[config.mk]
export PLATFORM = sky130hd
export DESIGN_NAME = pwm_capture_flat
export DESIGN_NICKNAME = d
export VERILOG_FILES = /design/src/rtl/pwm_capture_if.sv /design/src/rtl/pwm_capture.sv /design/src/flat_wrapper.sv
export SDC_FILE = /design/constraint.sdc
export NUM_CORES = 1
export LEC_CHECK = 0
export BUFFER_PORTS_ARGS = -buffer_cell sky130_fd_sc_hd__buf_4
export CORE_MARGIN = 2
export CORE_UTILIZATION = 55
export CTS_CLUSTER_DIAMETER = 60
export CTS_CLUSTER_SIZE = 40
export DETAILED_ROUTE_END_ITERATION = 16
export PLACE_DENSITY = 0.73
export SETUP_SLACK_MARGIN = 0.2
export SYNTH_ARGS = -nofsm -noshare
export SYNTH_HDL_FRONTEND = slang
export SYNTH_SLANG_ARGS = --single-unit
[constraint.sdc]
create_clock -name clk_i -period 7.8 [get_ports clk_i]
set_clock_uncertainty 0.2 [all_clocks]
set_input_delay 0.39 -clock clk_i [delete_from_list [all_inputs] [get_ports clk_i]]
set_output_delay 0.39 -clock clk_i [all_outputs]
set_load 0.05 [all_outputs]
[src/rtl/pwm_capture_if.sv]
// Bundle of the PWM capture control inputs and measurement outputs.
interface pwm_capture_if #(
  parameter int unsigned CNT_W = 32
);
  logic             en_i;
  logic             pwm_i;
  logic [7:0]       duty_o;
  logic [CNT_W-1:0] high_o;
  logic [CNT_W-1:0] period_o;
  logic             valid_o;
  logic             busy_o;
  logic             timeout_o;

  modport master (
    output en_i, pwm_i,
    input  duty_o, high_o, period_o, valid_o, busy_o, timeout_o
  );

  modport slave (
    input  en_i, pwm_i,
    output duty_o, high_o, period_o, valid_o, busy_o, timeout_o
  );
endinterface

[src/rtl/pwm_capture.sv]
// PWM input capture: measures period and high time in clk_i cycles and
// converts them to a 1/128 duty code (128 = static high).
module pwm_capture #(
  parameter int unsigned CNT_W   = 32,
  parameter int unsigned TIMEOUT = 50000000
) (
  input  logic         clk_i,
  input  logic         rst_i,
  pwm_capture_if.slave bus
);

  typedef enum logic [1:0] {WAIT_RISE, MEASURE, DIVIDE} state_e;

  state_e           state_q;
  logic             pwm_m_q, pwm_s_q, pwm_d_q;
  logic             rise, fall;
  logic [CNT_W-1:0] per_cnt_q, per_cnt_d;
  logic [CNT_W-1:0] hi_cap_q, hi_lat_q, per_cap_q;
  logic [CNT_W:0]   rem_q, rem_d, rem_diff;
  logic             rem_ge;
  logic [6:0]       quo_q;
  logic [2:0]       div_cnt_q;
  logic             tmo_hit;
  logic [7:0]       duty_q;
  logic [CNT_W-1:0] high_q, period_q;
  logic             valid_q, busy_q, timeout_q;

  // Synchronize the asynchronous input and keep one delayed copy for edges
  always_ff @(posedge clk_i or posedge rst_i) begin
    if (rst_i) begin
      pwm_m_q <= 1'b0;
      pwm_s_q <= 1'b0;
      pwm_d_q <= 1'b0;
    end else begin
      pwm_m_q <= bus.pwm_i;
      pwm_s_q <= pwm_m_q;
      pwm_d_q <= pwm_s_q;
    end
  end

  assign rise = pwm_s_q & ~pwm_d_q;
  assign fall = ~pwm_s_q & pwm_d_q;

  // Period counter: restart on rise (or on fall while idle), else saturating count
  always_comb begin
    per_cnt_d = per_cnt_q;
    if (!bus.en_i) begin
      per_cnt_d = '0;
    end else if (rise || (fall && (state_q == WAIT_RISE))) begin
      per_cnt_d = CNT_W'(1);
    end else if (per_cnt_q != '1) begin
      per_cnt_d = per_cnt_q + CNT_W'(1);
    end
  end

  // One restoring-division step. The remainder is seeded with hi_lat itself
  // instead of shifting dividend bits in; the first step yields quotient bit 7.
  always_comb begin
    rem_diff = rem_q - {1'b0, per_cap_q};
    rem_ge   = (rem_q >= {1'b0, per_cap_q});
    rem_d    = (rem_ge ? rem_diff : rem_q) << 1;
  end

  assign tmo_hit = (state_q != DIVIDE) && (per_cnt_q == CNT_W'(TIMEOUT)) && !timeout_q;

  // Capture FSM with registered outputs
  always_ff @(posedge clk_i or posedge rst_i) begin
    if (rst_i) begin
      state_q   <= WAIT_RISE;
      per_cnt_q <= '0;
      hi_cap_q  <= '0;
      hi_lat_q  <= '0;
      per_cap_q <= '0;
      rem_q     <= '0;
      quo_q     <= '0;
      div_cnt_q <= '0;
      duty_q    <= '0;
      high_q    <= '0;
      period_q  <= '0;
      valid_q   <= 1'b0;
      busy_q    <= 1'b0;
      timeout_q <= 1'b0;
    end else begin
      valid_q   <= 1'b0;
      per_cnt_q <= per_cnt_d;
      if (!bus.en_i) begin
        state_q   <= WAIT_RISE;
        hi_cap_q  <= '0;
        timeout_q <= 1'b0;
        busy_q    <= 1'b0;
      end else begin
        if (fall && (state_q != WAIT_RISE)) begin
          hi_cap_q <= per_cnt_q;
        end
        case (state_q)
          WAIT_RISE: begin
            if (rise) begin
              state_q   <= MEASURE;
              timeout_q <= 1'b0;
            end else if (fall) begin
              // counter restarts, so a later timeout reports the new level
              timeout_q <= 1'b0;
            end else if (tmo_hit) begin
              timeout_q <= 1'b1;
              duty_q    <= pwm_s_q ? 8'd128 : 8'd0;
              high_q    <= '0;
              period_q  <= '0;
              valid_q   <= 1'b1;
            end
          end
          MEASURE: begin
            if (rise) begin
              per_cap_q <= per_cnt_q;
              hi_lat_q  <= hi_cap_q;
              rem_q     <= {1'b0, hi_cap_q};
              quo_q     <= '0;
              div_cnt_q <= '0;
              busy_q    <= 1'b1;
              state_q   <= DIVIDE;
            end else if (tmo_hit) begin
              timeout_q <= 1'b1;
              duty_q    <= pwm_s_q ? 8'd128 : 8'd0;
              high_q    <= '0;
              period_q  <= '0;
              valid_q   <= 1'b1;
              state_q   <= WAIT_RISE;
            end
          end
          DIVIDE: begin
            quo_q     <= {quo_q[5:0], rem_ge};
            rem_q     <= rem_d;
            div_cnt_q <= div_cnt_q + 3'd1;
            if (div_cnt_q == 3'd7) begin
              duty_q   <= {quo_q, rem_ge};
              high_q   <= hi_lat_q;
              period_q <= per_cap_q;
              valid_q  <= 1'b1;
              busy_q   <= 1'b0;
              state_q  <= MEASURE;
            end
          end
          default: state_q <= WAIT_RISE;
        endcase
      end
    end
  end

  assign bus.duty_o    = duty_q;
  assign bus.high_o    = high_q;
  assign bus.period_o  = period_q;
  assign bus.valid_o   = valid_q;
  assign bus.busy_o    = busy_q;
  assign bus.timeout_o = timeout_q;

endmodule

[src/flat_wrapper.sv]
// flat-port wrapper written by rule: the top's interface ports become plain ports
module pwm_capture_flat 
#(
  parameter int unsigned CNT_W   = 32,
  parameter int unsigned TIMEOUT = 50000000
)
  (clk_i, rst_i, bus_en_i, bus_pwm_i, bus_duty_o, bus_high_o, bus_period_o, bus_valid_o, bus_busy_o, bus_timeout_o);
  pwm_capture_if #(.CNT_W(CNT_W)) bus_i ();
  input  logic clk_i;
  input  logic rst_i;
  input wire logic [$bits(bus_i.en_i)-1:0] bus_en_i;
  input wire logic [$bits(bus_i.pwm_i)-1:0] bus_pwm_i;
  output wire logic [$bits(bus_i.duty_o)-1:0] bus_duty_o;
  output wire logic [$bits(bus_i.high_o)-1:0] bus_high_o;
  output wire logic [$bits(bus_i.period_o)-1:0] bus_period_o;
  output wire logic [$bits(bus_i.valid_o)-1:0] bus_valid_o;
  output wire logic [$bits(bus_i.busy_o)-1:0] bus_busy_o;
  output wire logic [$bits(bus_i.timeout_o)-1:0] bus_timeout_o;
  assign bus_i.en_i = bus_en_i;
  assign bus_i.pwm_i = bus_pwm_i;
  assign bus_duty_o = bus_i.duty_o;
  assign bus_high_o = bus_i.high_o;
  assign bus_period_o = bus_i.period_o;
  assign bus_valid_o = bus_i.valid_o;
  assign bus_busy_o = bus_i.busy_o;
  assign bus_timeout_o = bus_i.timeout_o;
  pwm_capture #(.CNT_W(CNT_W), .TIMEOUT(TIMEOUT)) u_core (.clk_i(clk_i), .rst_i(rst_i), .bus(bus_i));
endmodule
==> results of run 1 <==
-- through the flow --
| step | power [W] | worst slack [ns] | std cells | util |
|---|---|---|---|---|
| global placement | 0.002253 | 4.089 | 1693 | 0.5868 |
| global route | 0.003463 | 3.721 | 1729 | 0.6163 |
| finish | 0.003292 | 3.992 | 1729 | 0.6163 |
| floorplan | 0.002097 | 0.3100 | 1402 | - |
| CTS | 0.003299 | 4.042 | 1729 | 0.6163 |
| detailed placement | 0.002271 | 4.103 | 1693 | 0.5868 |
-- cell usage in the layout (no fill, tap or decap), types with 24 or more instances in the layout --
cell,instances
sky130_fd_sc_hd__nand2_1,375
sky130_fd_sc_hd__dfrtp_1,251
sky130_fd_sc_hd__o21ai_0,124
sky130_fd_sc_hd__buf_4,90
sky130_fd_sc_hd__nand3_1,74
sky130_fd_sc_hd__nor2_1,63
sky130_fd_sc_hd__a21oi_1,42
sky130_fd_sc_hd__inv_1,39
sky130_fd_sc_hd__o31ai_1,38
sky130_fd_sc_hd__ha_1,36
sky130_fd_sc_hd__nor3_1,31
sky130_fd_sc_hd__xor2_1,26
sky130_fd_sc_hd__xnor2_1,24
-- layer usage --
layer | track usage | up-vias | wire (um)
li1 | - | 4867 | -
met1 | 0.3753 | 5074 | 13740
met2 | 0.4403 | 339 | 15300
met3 | 0.03166 | 85 | 1849
met4 | 0.1173 | 0 | 1495
met5 | 0 | - | 0
-- state kept, by name, summed over array words and instances (netlist names), 8 cells and up --
| name | flops |
|---|---|
| u_core.per_cap_q | 32 |
| u_core.bus.duty_o | 8 |
| u_core.bus.high_o | 32 |
| u_core.bus.period_o | 32 |
| u_core.hi_cap_q | 32 |
| u_core.rem_q | 33 |
| u_core.hi_lat_q | 32 |
| u_core.per_cnt_q | 32 |
-- cells by family after synthesis --
kind of cell / synth area share
AOI/OAI and AO/OA: 0.1485
xor gates and xnor gates: 0.03515
adders and majority gates: 0.03776
buffers and inverters: 0.04097
DFF: 0.5041
muxes: 0.007231
and+or+nand+nor: 0.2262
-- worst max-delay path, delay by kind of cell, from the launching register on --
kind	cells	cell delay [ns]
adders and majority gates	1	0.16
and+or+nand+nor	5	1.52
AOI/OAI and AO/OA	2	0.59
DFF	1	0.44
buffers and inverters	2	0.69
-- path summary, 6_finish.rpt --
path                                      from                 endpoint  slack, ns
hold / removal                  u_core.pwm_m_q           u_core.pwm_s_q       0.16
setup / recovery           u_core.per_cnt_q[0]   u_core.bus.period_o[1]       3.99
hold reg to reg                 u_core.pwm_m_q           u_core.pwm_s_q       0.16
min in group asynchronous                rst_i  u_core.bus.period_o[11]       0.39
max in group asynchronous                rst_i      u_core.per_cap_q[1]       5.48
setup reg to reg           u_core.per_cnt_q[0]   u_core.bus.period_o[1]       3.99
-- power breakdown --
part,internal [W],switching (W)
clock,0.000495,0.000534
combinational,0.000309,0.000530
sequential,0.00138,0.0000436
total,0.00218,0.00111
-- cell type report --
class | instances | area (sq um) | area share
clock inverter | 12 | 145.1 | 0.01050
multi-input combinational | 1027 | 5693 | 0.4118
inverter | 40 | 157.7 | 0.01140
sequential | 251 | 6281 | 0.4543
tap | 285 | 356.6 | 0.02579
clock buffer | 22 | 496.7 | 0.03593
timing repair buffer | 92 | 695.7 | 0.05032
-- timing repair --
action,4_1_cts,5_1_grt
buffers inserted,0,0
endpoints found under the hold margin,113,0
hold buffers,2,0
==> run metrics, run 1 <==
run status=finished clean; instance area at placement=13160 sq um; clock tree from TritonCTS=yes; initial antenna violation count=0; cell taking the most area after synthesis=sky130_fd_sc_hd__dfrtp_1; number of input and output port buffers inserted=78; number of design rule violations left after detail routing=0; number of nets in the synthesized netlist=1443; final critical-path share of the clock period=0.4882; width of the chip=154.5 um; most instantiated cells after synthesis=375 x sky130_fd_sc_hd__nand2_1, 251 x sky130_fd_sc_hd__dfrtp_1, 124 x sky130_fd_sc_hd__o21ai_0, 74 x sky130_fd_sc_hd__nand3_1, 64 x sky130_fd_sc_hd__nor2_1; buffer type at the clock tree root=sky130_fd_sc_hd__clkbuf_16; most frequently used cell type in the post-synthesis netlist=sky130_fd_sc_hd__nand2_1; Bufs on Longest Clock Path=3; largest vdd supply drop=183.1 uV; largest fanout on the critical path=109; leakage=6.499 nW; antenna viol nets, final=0; GP Congestion=0.9247; global-route wire length before repair=52.37 mm; overflow left after global routing=0; maximum achievable frequency=0.2626 GHz; total of cells resized after clock tree synthesis=0; Worst Tran Pin Value=1.180 ns; CP cell instances=inv_1 > ha_1 > nor4b_1 > nand4_1 > or4_1 > nor2_1 > a21o_1 > nand3_4 > buf_4 > o31ai_1; maximum number of pins on one net before global-route repair=115; vertical die dimension=154.5 um; half-perimeter wire length of the detailed placement result=22.12 mm; overall routed net length=32.39 mm; Syn-to-layout area delta=10.97%; required time at the worst-slack endpoint=7.98 ns; CTS H-tree lvls=1; total clock buffers created by CTS=19; total iterations of the first detailed-routing run=7; Setup TNS=0 ns; CTS Sinks=251; worst slack on hold paths=0.1567 ns; synthesized instance count=1402; insertion delay of the later-clocked pin in the worst-skew pair=0.53 ns; Core Area=22430 sq um; RSZ-0062 raised after global routing=no; category of the worst setup path capture point=flip-flop; full die area=23870 sq um; number of slew-limit violations in the final report=0; type of the tightest min-delay check=flip-flop to flip-flop; ANT cells=0; clock slew seen by the registers of the worst setup and hold paths=0.10 ns; data arrival time of the critical path=3.98 ns; Vias=10370; vias in the first global route=9816; total non-filler cell area in the finished layout=13830 sq um; mean cell area of the mapped netlist=8.887 sq um; predominant post-synthesis flop cell=sky130_fd_sc_hd__dfrtp_1; IO Pins=79; CP max stage cell=sky130_fd_sc_hd__or4_1; classification of the worst setup path=flip-flop to flip-flop; number of unique standard cell types used by synthesis=70; share of synthesized registers carrying an async set or reset=1.000; max-capacitance violation count=0; Post-synth EDFFs=0; Rel. slew slack=0.2113; Iter 0 DRT Violations=887; cell depth of the worst hold path=0; count of cells along the worst register-to-register path=10; minimum period implied by the final worst setup slack=3.808 ns; NumNets Final=1472; PwrDens=238.1 nW/um^2; Filler cells=1968; via density per instance=5.995; area share of the leading cell type in the synthesized netlist=0.5041; biggest area contributors in the synthesized netlist=sky130_fd_sc_hd__dfrtp_1 50%, sky130_fd_sc_hd__nand2_1 11%, sky130_fd_sc_hd__o21ai_0 5.0%; starting density of the core=0.5554; delay of the slowest cell on the worst path=0.57 ns; critical path launch point type=flip-flop; sequential element share of the synthesized area=0.5041; layout cell share with drive strength beyond 1=0.09834; total of endpoints with negative setup slack in the final report=0; global router's overall resource usage=0.2723; mean routed wirelength per cell=18.73 um; count of final hold-check violations=0; Post-Synthesis Cell Area=12460 sq um; placement row count=55; Synth Register Bits=251; Yosys warning count=0
(Power assumes the default switching activity.)
==> inputs of run 2 (changes only) <==
==> constraint.sdc (replaced) <==
create_clock -name clk_i -period 3.2 [get_ports clk_i]
set_clock_uncertainty 0.2 [all_clocks]
set_input_delay 0.16 -clock clk_i [delete_from_list [all_inputs] [get_ports clk_i]]
set_output_delay 0.16 -clock clk_i [all_outputs]
set_load 0.05 [all_outputs]
==> run metrics, run 2 (synthesis results as in run 1) <==
GP Congestion=0.9536 (+3.1%); Syn-to-layout area delta=20.70%; overall routed net length=35.15 mm (+8.5%); maximum achievable frequency=0.3231 GHz (+23%); data arrival time of the critical path=3.32 ns (-0.66 ns); delay of the slowest cell on the worst path=0.42 ns (-0.15 ns); total iterations of the first detailed-routing run=8 (+1); largest register by flop count=u_core.rem_q; Non-Filler Instances=1802 (+4.2%); classification of the worst setup path=flip-flop to flip-flop; required time at the worst-slack endpoint=3.42 ns (-4.56 ns); CTS Sinks=251 (unchanged); type of the tightest min-delay check=input pin to flip-flop; largest vdd supply drop=454.1 uV (+150%); critical path launch point type=flip-flop; leading cell type in the layout, fill and taps excluded=sky130_fd_sc_hd__nand2_1; CP cell instances=inv_2 > ha_4 > a211oi_2 > o21bai_2 > o211ai_1 > nor4b_4 > o31a_1 > a31oi_4 > buf_8 > nor3_1 > o31ai_1; clock slew seen by the registers of the worst setup and hold paths=0.08 ns (-0.02 ns); antenna viol nets, final=0 (unchanged); total of endpoints with negative setup slack in the final report=0 (unchanged); PwrDens=591.5 nW/um^2 (+150%); minimum period implied by the final worst setup slack=3.095 ns (-0.7131 ns); placement row count=55 (unchanged); CTS H-tree lvls=1 (unchanged); global router's overall resource usage=0.2823 (+0.01003); NumNets Final=1543 (+4.8%); width of the chip=154.5 um (unchanged); most frequent cells in the layout=373 x sky130_fd_sc_hd__nand2_1, 251 x sky130_fd_sc_hd__dfrtp_1, 137 x sky130_fd_sc_hd__buf_4, 119 x sky130_fd_sc_hd__o21ai_0, 70 x sky130_fd_sc_hd__nand3_1; vias in the first global route=10100 (+2.9%); number of input and output port buffers inserted=78 (unchanged); mean routed wirelength per cell=19.50 um (+4.1%); global-route wire length before repair=53.80 mm (+2.7%); initial antenna violation count=0 (unchanged); vertical die dimension=154.5 um (unchanged); max-capacitance violation count=0 (unchanged); Rel. slew slack=0.5031 (+0.2917); Bufs on Longest Clock Path=3 (unchanged); count of final hold-check violations=0 (unchanged); final critical-path share of the clock period=0.9671 (+0.4789); full die area=23870 sq um (unchanged); Core Area=22430 sq um (unchanged); number of slew-limit violations in the final report=0 (unchanged); CP max stage cell=sky130_fd_sc_hd__o211ai_1; ANT cells=0 (unchanged); Worst Tran Pin Value=0.7454 ns (-0.4348 ns); layout cell share with drive strength beyond 1=0.1846 (+0.08624); Setup TNS=0 ns (unchanged); starting density of the core=0.5554 (unchanged); post-placement cell count=1734 (+2.4%); IO Pins=79 (unchanged); max reg flops=33 (unchanged); insertion delay of the later-clocked pin in the worst-skew pair=0.53 ns (about the same); largest fanout on the critical path=6 (-94%); total buffers and inverters traversed by the critical path=2 (unchanged); Iter 0 DRT Violations=1065 (+20%); CP delay by family, top=compound AO/OA/AOI/OAI gates; leakage=7.013 nW (+7.9%); overflow left after global routing=0 (unchanged); Filler cells=1790 (-9.0%); RSZ-0062 raised after global routing=yes; run status=finished clean; half-perimeter wire length of the detailed placement result=23.39 mm (+5.7%); number of design rule violations left after detail routing=0 (unchanged); buffer type at the clock tree root=sky130_fd_sc_hd__clkbuf_16; Vias=10680 (+3.1%); maximum number of pins on one net before global-route repair=129 (+12%); category of the worst setup path capture point=flip-flop; clock tree from TritonCTS=yes; total design power=0.008895 W (+170%); via density per instance=5.928 (-1.1%); total clock buffers created by CTS=21 (+2)
run 2: timing repair:
item | 4_1_cts | 5_1_grt
hold endpoints to repair | 256 | 0
setup buffers | 7 | 14
hold buffers | 3 | 0
pin swaps | 15 | 39
cloned | 0 | 6
setup endpoints to repair | 31 | 104
gates resized for setup | 20 | 76
run 2: final cells by class:
type	instances	area (sq um)	area share
inverters	40	153.9	0.01023
repair buffers	161	1425	0.09477
clock buffers	24	566.8	0.03769
flip-flops and latches	251	6281	0.4177
clock inverters	14	162.7	0.01082
multi-input cells	1027	6092	0.4051
well taps	285	356.6	0.02371
run 2: worst paths after layout:
path / depth (start not counted) / from / to / slack [ns]
worst max-delay path: 11 / u_core.per_cap_q[6] / u_core.rem_q[6] / 0.11
worst min-delay path: 2 / bus_pwm_i / u_core.pwm_m_q / 0.08
worst max register to register: 11 / u_core.per_cap_q[6] / u_core.rem_q[6] / 0.11
worst min register to register: 0 / u_core.pwm_m_q / u_core.pwm_s_q / 0.15
max in group asynchronous: 4 / rst_i / u_core.bus.high_o[24] / 2.03
min in group asynchronous: 4 / rst_i / u_core.bus.period_o[11] / 0.17
run 2: worst register-to-register path, delay by kind of cell, from the launching register on:
kind,cells,cell delay (ns)
simple gates,2,0.18
buf+inv,2,0.27
flops,1,0.39
fa+ha+maj,1,0.21
compound gates,6,1.75
run 2: report_power, final:
group / leakage [nW] / internal, W / total, W / switching (W)
Sequential: 3.41 / 0.00337 / 0.00349 / 0.000120
Clock: 0.359 / 0.00142 / 0.00274 / 0.00132
Combinational: 3.24 / 0.00112 / 0.00267 / 0.00155
Total: 7.01 / 0.00591 / 0.00890 / 0.00298
run 2: routing by layer:
layer | track usage | routed length, um
met5 | 0 | 0
met4 | 0.1243 | 1579
met3 | 0.03642 | 2105
met2 | 0.4520 | 16600
met1 | 0.3896 | 14860
run 2: per-stage QoR:
stage / util / setup slack (ns) / hold WS, ns / cell area (sq um)
final: 0.6703 / 0.1053 / 0.07670 / 15040
after global routing: 0.6703 / -0.005220 / 0.07564 / 15040
after CTS: 0.6424 / 0.2116 / 0.06960 / 14410
after detailed placement: 0.6026 / -0.04493 / 0.07032 / 13520
after global placement: 0.6026 / 0.1037 / 0.07047 / 13520
after floorplan: - / -0.4617 / -0.008570 / 12460
